<file path="config.mk">
export PLATFORM = sky130hd
export DESIGN_NAME = downsample_2d
export DESIGN_NICKNAME = d
export VERILOG_FILES = /design/src/rtl/downsample_pkg.sv /design/src/rtl/downsample_skid.sv /design/src/rtl/downsample_2d.sv
export SDC_FILE = /design/constraint.sdc
export NUM_CORES = 1
export LEC_CHECK = 0
export CORE_MARGIN = 2
export CORE_UTILIZATION = 49
export DETAILED_ROUTE_END_ITERATION = 6
export MAX_ROUTING_LAYER = met4
export PLACE_DENSITY = 0.76
export SYNTH_ARGS = -nofsm -noshare
export SYNTH_HDL_FRONTEND = slang
export SYNTH_SLANG_ARGS = --single-unit
</file>
<file path="constraint.sdc">
create_clock -name CLK -period 2.65 [get_ports CLK]
set_input_delay 0.3975 -clock CLK [delete_from_list [all_inputs] [get_ports CLK]]
set_output_delay 0.3975 -clock CLK [all_outputs]
set_load 0.05 [all_outputs]
</file>
<file path="src/rtl/downsample_pkg.sv">
// Shared definitions for the 2-D downsampler: stride clamping and output-buffer sizing.
package downsample_pkg;

  // Output buffer holds two beats so a kept pixel can be accepted every cycle.
  localparam int unsigned SkidDepth = 2;

  // Occupancy count of the output buffer (0..SkidDepth).
  typedef logic [1:0] skid_cnt_t;

  // Map a configured stride onto the supported range: 0 behaves as 1, large values saturate.
  function automatic int unsigned clamp_stride(input int unsigned cfg,
                                               input int unsigned max_stride);
    if (cfg == 0) begin
      return 1;
    end
    if (cfg > max_stride) begin
      return max_stride;
    end
    return cfg;
  endfunction

endpackage

</file>
<file path="src/rtl/downsample_skid.sv">
// Two-entry output buffer. in_ready is a registered "not full" flag, so the upstream
// accept decision never depends combinationally on out_ready.
module downsample_skid
  import downsample_pkg::*;
#(
  parameter int unsigned WIDTH = 17
) (
  input  logic             CLK,
  input  logic             RESETN,
  input  logic             in_valid,
  input  logic [WIDTH-1:0] in_data,
  output logic             in_ready,
  output logic             out_valid,
  output logic [WIDTH-1:0] out_data,
  input  logic             out_ready
);

  logic [WIDTH-1:0] head_q;
  logic [WIDTH-1:0] tail_q;
  skid_cnt_t        cnt_q;
  skid_cnt_t        cnt_d;
  logic             full_q;
  logic             push;
  logic             pop;

  assign push      = in_valid & ~full_q;
  assign pop       = (cnt_q != '0) & out_ready;
  assign in_ready  = ~full_q;
  assign out_valid = (cnt_q != '0);
  assign out_data  = head_q;

  // Next occupancy from the push/pop pair.
  always_comb begin
    cnt_d = cnt_q;
    unique case ({push, pop})
      2'b10:   cnt_d = cnt_q + skid_cnt_t'(1);
      2'b01:   cnt_d = cnt_q - skid_cnt_t'(1);
      default: cnt_d = cnt_q;
    endcase
  end

  // Entry storage and the registered full flag; head only moves on a pop, keeping it stable.
  always_ff @(posedge CLK or negedge RESETN) begin
    if (!RESETN) begin
      head_q <= '0;
      tail_q <= '0;
      cnt_q  <= '0;
      full_q <= 1'b0;
    end else begin
      cnt_q  <= cnt_d;
      full_q <= (cnt_d == skid_cnt_t'(SkidDepth));
      case (cnt_q)
        skid_cnt_t'(0): begin
          if (push) head_q <= in_data;
        end
        skid_cnt_t'(1): begin
          if (push && pop) begin
            head_q <= in_data;
          end else if (push) begin
            tail_q <= in_data;
          end
        end
        default: begin
          // Full: no push possible, a pop promotes the tail.
          if (pop) head_q <= tail_q;
        end
      endcase
    end
  end

endmodule

</file>
<file path="src/rtl/downsample_2d.sv">
// Raster-order 2-D downsampler: keeps pixels whose column and row are multiples of the
// active strides, tags the final kept pixel of each frame and pulses frame_done.
module downsample_2d
  import downsample_pkg::*;
#(
  parameter int unsigned DATA_WIDTH = 16,
  parameter int unsigned IMG_WIDTH  = 32,
  parameter int unsigned IMG_HEIGHT = 32,
  parameter int unsigned MAX_STRIDE = 4,
  localparam int unsigned XW = $clog2(IMG_WIDTH),
  localparam int unsigned YW = $clog2(IMG_HEIGHT),
  localparam int unsigned SW = $clog2(MAX_STRIDE + 1)
) (
  input  logic                  CLK,
  input  logic                  RESETN,
  input  logic [SW-1:0]         cfg_stride_x,
  input  logic [SW-1:0]         cfg_stride_y,
  input  logic                  data_in_valid,
  input  logic [DATA_WIDTH-1:0] data_in_data,
  output logic                  data_in_ready,
  output logic                  data_out_valid,
  output logic [DATA_WIDTH-1:0] data_out_data,
  output logic                  data_out_last,
  input  logic                  data_out_ready,
  output logic                  frame_done
);

  localparam logic [XW-1:0] XMax = XW'(IMG_WIDTH - 1);
  localparam logic [YW-1:0] YMax = YW'(IMG_HEIGHT - 1);

  logic [XW-1:0] x_q, x_d;
  logic [YW-1:0] y_q, y_d;
  logic [SW-1:0] px_q, px_d;
  logic [SW-1:0] py_q, py_d;
  logic [SW-1:0] sx_q, sx_d;
  logic [SW-1:0] sy_q, sy_d;
  logic          frame_done_q;

  logic [SW-1:0] cfg_sx;
  logic [SW-1:0] cfg_sy;
  logic [SW-1:0] sx_eff;
  logic [SW-1:0] sy_eff;
  logic          at_origin;
  logic          x_end;
  logic          y_end;
  logic          keep;
  logic          last;
  logic          xfer;
  logic          skid_ready;
  logic [DATA_WIDTH:0] skid_out;

  assign cfg_sx = SW'(clamp_stride(32'(cfg_stride_x), MAX_STRIDE));
  assign cfg_sy = SW'(clamp_stride(32'(cfg_stride_y), MAX_STRIDE));

  // Before the first transfer of a frame the live cfg governs, so pixel (0,0) already
  // advances the phase counters with the stride that will be frozen for the frame.
  assign at_origin = (x_q == '0) && (y_q == '0);
  assign sx_eff    = at_origin ? cfg_sx : sx_q;
  assign sy_eff    = at_origin ? cfg_sy : sy_q;

  assign x_end = (x_q == XMax);
  assign y_end = (y_q == YMax);
  assign keep  = (px_q == '0) && (py_q == '0);
  assign last  = (32'(x_q) + 32'(sx_eff) > IMG_WIDTH - 1) &&
                 (32'(y_q) + 32'(sy_eff) > IMG_HEIGHT - 1);

  // Dropped pixels are always consumed; kept ones wait on the buffer's registered flag.
  assign data_in_ready = keep ? skid_ready : 1'b1;
  assign xfer          = data_in_valid & data_in_ready;

  // Position, phase and stride next-state.
  always_comb begin
    x_d  = x_q;
    y_d  = y_q;
    px_d = px_q;
    py_d = py_q;
    sx_d = at_origin ? cfg_sx : sx_q;
    sy_d = at_origin ? cfg_sy : sy_q;
    if (xfer) begin
      if (x_end) begin
        x_d  = '0;
        px_d = '0;
        if (y_end) begin
          y_d  = '0;
          py_d = '0;
        end else begin
          y_d  = y_q + YW'(1);
          py_d = (py_q + SW'(1) == sy_eff) ? '0 : py_q + SW'(1);
        end
      end else begin
        x_d  = x_q + XW'(1);
        px_d = (px_q + SW'(1) == sx_eff) ? '0 : px_q + SW'(1);
      end
    end
  end

  // Counter, stride and frame-end registers.
  always_ff @(posedge CLK or negedge RESETN) begin
    if (!RESETN) begin
      x_q          <= '0;
      y_q          <= '0;
      px_q         <= '0;
      py_q         <= '0;
      sx_q         <= SW'(1);
      sy_q         <= SW'(1);
      frame_done_q <= 1'b0;
    end else begin
      x_q          <= x_d;
      y_q          <= y_d;
      px_q         <= px_d;
      py_q         <= py_d;
      sx_q         <= sx_d;
      sy_q         <= sy_d;
      frame_done_q <= xfer & x_end & y_end;
    end
  end

  downsample_skid #(
    .WIDTH(DATA_WIDTH + 1)
  ) u_skid (
    .CLK      (CLK),
    .RESETN   (RESETN),
    .in_valid (data_in_valid & keep),
    .in_data  ({last, data_in_data}),
    .in_ready (skid_ready),
    .out_valid(data_out_valid),
    .out_data (skid_out),
    .out_ready(data_out_ready)
  );

  assign data_out_data = skid_out[DATA_WIDTH-1:0];
  assign data_out_last = skid_out[DATA_WIDTH];
  assign frame_done    = frame_done_q;

endmodule

</file>
Yosys cells after proc, flatten, opt, wreduce, memory -nomap -nowiden
Cells that the tools add are included.
Widths: inputs -> output; s select.
{ "word_totals": {"regBits": 60, "input_bits": 26, "output_inout_bits": 20} }
{ "op_classes": {"add_sub_neg": 8, "order_cmp": 4, "n_eq_ne": 10, "mux": 28, "n_bitwise": 8, "n_reduce_logical": 16} }
{ "op_table": {"columns": ["cell", "n"], "rows": [
  ["$mux 17", 3],
  ["$mux 3", 12],
  ["$pmux 17 s2", 1],
  ["$add 5x3->6", 2],
  ["$gt 6x5->1 const B", 2],
  ["$logic_not 3->1", 4],
  ["$add 5x1->5 const B", 2],
  ["$eq 5x5->1 const B", 2],
  ["$logic_not 5->1", 2],
  ["$mux 5", 2],
  ["$mux 1", 9],
  ["$add 3x1->3 const B", 2],
  ["$and 1x1->1", 6],
  ["$eq 3x3->1", 2],
  ["$gt 3x3->1 const B", 2],
  ["$reduce_and 3->1", 2],
  ["$eq 2x1->1 const B", 2],
  ["$eq 2x2->1 const B", 2],
  ["$logic_and 1x1->1", 4],
  ["$ne 2x1->1 const B", 2],
  ["$pmux 2 s2", 1],
  ["$reduce_bool 3->1", 1],
  ["$add 2x1->2 const B", 1],
  ["$logic_not 2->1", 1],
  ["4 further kinds", 5]
]} }

Logic depth before layout (Yosys ltp)
{ "depth": {"word_depth": 11, "depth_mapped": 11, "mapped_depth_nobuf": 11} }

Cells and area by module
A second synthesis with hierarchy kept.
{ "unflattened": {"cells_unflattened": 300, "area_unflattened_um2": 3369.5} }
{ "modules_own_cells": {"columns": ["mod", "instances", "cells_per_inst", "area_per_inst_um2", "seq_area_each_um2"], "rows": [
  ["downsample_skid", 1, 137, 1774.2, 925.9],
  ["downsample_2d", 1, 163, 1595.3, 578.1]
]} }

Worst setup path before layout
OpenSTA, ideal clock, no wires.
{ "synth_path": {"kind": "reg2reg", "startpoint": "register y_q[0]", "endpoint": "register u_skid.head_q[16] (netlist: u_skid.out_data[16])", "setup_time_ps": 95, "arrival_ps": 2415, "required_ps": 2555, "slack_ps": 139, "stages_incl_launch_ff": 11, "n_path_buf": 0, "synth_period_minus_slack_ps": 2511, "cell_sequence": "dfrtp_1 inv_1 ha_1 nor4b_2 nand2_1 a21o_1 ha_1 a21oi_1 or2_2 o31a_1 o31ai_1"} }
{ "synth_via": {"elab_chain_cells": 8} }
{ "synth_lines": {"columns": ["element", "line_no", "text"], "rows": [
  ["from (decl)", "downsample_2d.sv:32", "logic [YW-1:0] y_q, y_d;"],
  ["from (signal assigned)", "downsample_2d.sv:109", "y_q <= y_d;"],
  ["$logic_not 5->1", "downsample_2d.sv:57", "assign at_origin = (x_q == '0) && (y_q == '0);"],
  ["$logic_and 1x1->1", "downsample_2d.sv:57", null],
  ["$mux 3", null, null],
  ["$add 5x3->6 (on tied branches)", "downsample_2d.sv:64, downsample_2d.sv:65", null],
  ["$gt 6x5->1 (on tied branches)", "downsample_2d.sv:64, downsample_2d.sv:65", null],
  ["$logic_and 1x1->1 *", "downsample_2d.sv:64", "assign last = (32'(x_q) + 32'(sx_eff) > IMG_WIDTH - 1) &&"],
  ["$mux 17 (on tied branches)", "downsample_skid.sv:57, downsample_skid.sv:54", null],
  ["$pmux 17 s2 *", "downsample_skid.sv:52", "case (cnt_q)"],
  ["to (signal assigned)", "downsample_skid.sv:54", "if (push) head_q <= in_data;"],
  ["to (signal assigned)", "downsample_skid.sv:58", "head_q <= in_data;"],
  ["to (signal assigned)", "downsample_skid.sv:65", "if (pop) head_q <= tail_q;"],
  ["to (decl)", "downsample_skid.sv:18", "logic [WIDTH-1:0] head_q;"]
]} }
Mark *: on every way between the ends. The rest lies on a longest branch, timed or not. The select of a mux whose other input is x is not followed.
A chain may end at the register's enable or synchronous reset.

Final worst setup path
{ "layout_path": {"startpoint": "register x_q[0]", "endpoint": "register u_skid.head_q[16] (netlist: u_skid.out_data[16])"} }
{ "layout_via": {"elab_chain_cells": 8} }
{ "layout_lines": {"columns": ["element", "line_no", "text"], "rows": [
  ["from (decl)", "downsample_2d.sv:31", "logic [XW-1:0] x_q, x_d;"],
  ["from (signal assigned)", "downsample_2d.sv:100", "x_q <= '0;"],
  ["from (signal assigned)", "downsample_2d.sv:108", "x_q <= x_d;"],
  ["$logic_not 5->1", "downsample_2d.sv:57", null],
  ["$logic_and 1x1->1", "downsample_2d.sv:57", null],
  ["$mux 3", null, null],
  ["$add 5x3->6 (on tied branches)", "downsample_2d.sv:64, downsample_2d.sv:65", null],
  ["$gt 6x5->1 (on tied branches)", "downsample_2d.sv:64, downsample_2d.sv:65", null],
  ["$logic_and 1x1->1 *", "downsample_2d.sv:64", null],
  ["$mux 17 (on tied branches)", "downsample_skid.sv:57, downsample_skid.sv:54", null],
  ["$pmux 17 s2 *", "downsample_skid.sv:52", null]
]} }
Marked as above.

==> reports/summary.txt <==
H-tree depth: 3
Post-synthesis async set-or-reset flop share: 100.0%
Rel. slew slack: 50.64%
Unrepaired setup endpoints after global routing: no
Die width: 84.95 um
Grt total ovfl: 0
Gr usage total: 20.73%
Global-route wire length before repair: 11,540 um
Clk slew on worst S/H paths: 0.07 ns
Fraction of layout cells with a size suffix above 1: 17.15%
NumNets Final: 421
Reg2reg path depth: 10
Reg2reg end: u_skid.out_data[16]
Number of flops mapped to enable cells by yosys: 0
Inserted Clock Buffers: 9
Yosys reg bits: 60
Core ar.: 6350 um2
Final TNS setup: 0 ns
Multi-input logic area: 1635 um2
Drt via density: 5.671
Endpoints failing hold: 0
Largest net degree at the start of global routing: 61
Root buf cell: clkbuf_8
Initial Util: 50.56%
Avg Inst Size Synth: 10.29 um2
Vias post-DR: 2,586
Share of the synthesized area in the top cell type: 45.21%
Flop2flop setup slack: 0.16 ns
Reg2reg start: x_q[0]
Fmax: 401.5 MHz
CP Class: register to register
Slew @ Worst Pin: 0.7405 ns
CTS tree: built
Commonest non-fill, non-tap cell in the layout: dfrtp_1
P&R area growth vs syn: 26.70%
FF/Latch Area: 1504 um2
Slew Viols, Final: 0
Startpoint types: register
Min-Delay Path Class: input port to async pin
Worst-case clock skew: 0.008287 ns
Num rows: 29
Worst vdd ir: 0.0005267 V
Total wire length: 6889 um
Filler instances: 515
DIE AREA: 7216 um2
Synth top area cells: dfrtp_1, ha_1, mux2_2
Max clock buf depth: 2
Die span in y: 84.95 um
# diodes: 0
Pwr dens: 938.5 nW/um2
Yosys warnings: 0
Top Ports: 46
Largest area contributor in the netlist: dfrtp_1
Power, Total: 3.818 mW
GPL Wtd Cong: 0.9008
Maxcap violations: 0
Initial DRC count: 148
Critical Path RT: 2.89 ns
Pre-antenna DRT Iters: 4
Seq/Total Area, Yosys: 46.84%
Clock insertion delay at the later pin of the skew report: 0.34 ns
Via count of the first global-routing pass: 2,510
Clk sink count: 60
Main synth FF type: dfrtp_1
DRC Markers: 0
Fin crit share: 93.98%
Antenna violations before repair: 0
Final HPWL DP: 4860 um
Post-Syn Instances: 312
Netlist cell types: 40
Leak: 1.852 nW
Post-route ant nets: 0
Crit path max fanout: 6
Most frequent cells in the layout: dfrtp_1, clkdlybuf4s50_1, nand2_1
Min cycle time layout: 2.490 ns
Routed len/inst: 15.11 um
Synth Cell Area: 3211 um2
Post-CTS Hold Buffers: 0
Setup crit end kind: register
Setup-failing EPs final: 0
Port Buf Inserts: 45
Net Count, Synth: 359
Outcome: complete, no violations
Critical path arrival: 2.73 ns
## critical path, cell delays in order, from the launching register on
cell and delay (ns):
dfrtp_1 0.42, inv_2 0.09, ha_1 0.16, or4b_4 0.52, nor3_4 0.21, a21o_1 0.13
ha_1 0.15, a21oi_1 0.06, or2_2 0.26, o31a_1 0.13, o31ai_1 0.26
## how the worst max path moves through the flow
stage	to	start	cells past startpoint	slack (ns)
after floorplan	u_skid.out_data[16]	y_q[0]	10	0.14
after global placement	u_skid.out_data[16]	x_q[0]	9	0.08
after detailed placement	u_skid.out_data[16]	x_q[0]	9	-0.05
after CTS	u_skid.out_data[16]	x_q[0]	10	0.03
after global routing	u_skid.out_data[16]	x_q[0]	10	0.02
final	u_skid.out_data[16]	x_q[0]	10	0.16
## synth_stat cells (3+ instances only)
| master | count |
|---|---|
| dfrtp_1 | 58 |
| nand2_1 | 40 |
| o21ai_0 | 30 |
| ha_1 | 21 |
| mux2_2 | 20 |
| inv_1 | 19 |
| mux2i_1 | 19 |
| nand2b_1 | 9 |
| nand3_1 | 9 |
| nor2_1 | 8 |
| a21oi_1 | 6 |
| and3_1 | 6 |
| clkbuf_1 | 6 |
| nor2b_1 | 6 |
| nor3_1 | 6 |
| o21ai_1 | 5 |
| a32oi_1 | 4 |
| nand4_1 | 4 |
| a31oi_1 | 3 |
## cells by family (layout without fill, tap and decap cells)
group | after synthesis | count (layout) | synth area share (%)
simple gates | 98 | 98 | 15.98
buf+inv | 27 | 94 | 3.235
flops | 60 | 60 | 46.84
xor+xnor | 2 | 2 | 0.5457
compound gates | 65 | 65 | 12.28
fa+ha+maj | 21 | 21 | 8.184
mux | 39 | 39 | 12.94
## flip-flops by register name (all words and copies together), names as in the netlist
signal / count
u_skid.out_data: 17
u_skid.tail_q: 17
x_q: 5
y_q: 5
px_q: 3
py_q: 3
sx_q: 3
sy_q: 3
u_skid.cnt_q: 2
frame_done: 1
u_skid.full_q: 1
## layout make-up
type,count,area share [%]
Clock buffer,9,3.045
Timing Repair Buffer,59,13.78
Clock inverter,7,1.876
Inverter,19,1.753
Sequential cell,60,36.97
Tap cell,77,2.369
Multi-Input combinational cell,225,40.20
## report_power, final
part / total [mW] / internal, mW / switching [mW]
Combinational: 1.65 / 0.659 / 0.991
Clock: 0.832 / 0.438 / 0.394
Sequential: 1.33 / 1.14 / 0.193
Total: 3.82 / 2.24 / 1.58
## what timing repair did
| item | in CTS | in global routing |
|---|---|---|
| setup buffers | 0 | 0 |
| setup endpoints to repair | 2 | 9 |
| resized for setup | 1 | 9 |
## stage by stage
| stage | area, um2 | worst slack [ns] | hold WS (ns) | utilization [%] | instances |
|---|---|---|---|---|---|
| 3_3_place_gp | 3837 | 0.08199 | 0.4612 | 60.43 | 440 |
| 6_report | 4068 | 0.1596 | 0.1948 | 64.06 | 456 |
| 3_5_place_dp | 3837 | -0.05360 | 0.4721 | 60.43 | 440 |
| 5_1_grt | 4068 | 0.01759 | 0.2892 | 64.06 | 456 |
| 2_1_floorplan | 3211 | 0.1392 | 0.1019 | - | 312 |
| 4_1_cts | 4044 | 0.02995 | 0.2235 | 63.68 | 456 |
## per-layer routing
metal  wire, um  track usage, %  vias to the layer above  part of all wire [%]
met5          0               -                        -                     0
li1           -               -                     1247                     -
met4        172           9.668                        0                   2.5
met3        300           3.794                       16                   4.4
met1       3122           26.77                     1265                    45
met2       3293           31.75                       58                    48
(Power assumes the default switching activity.)
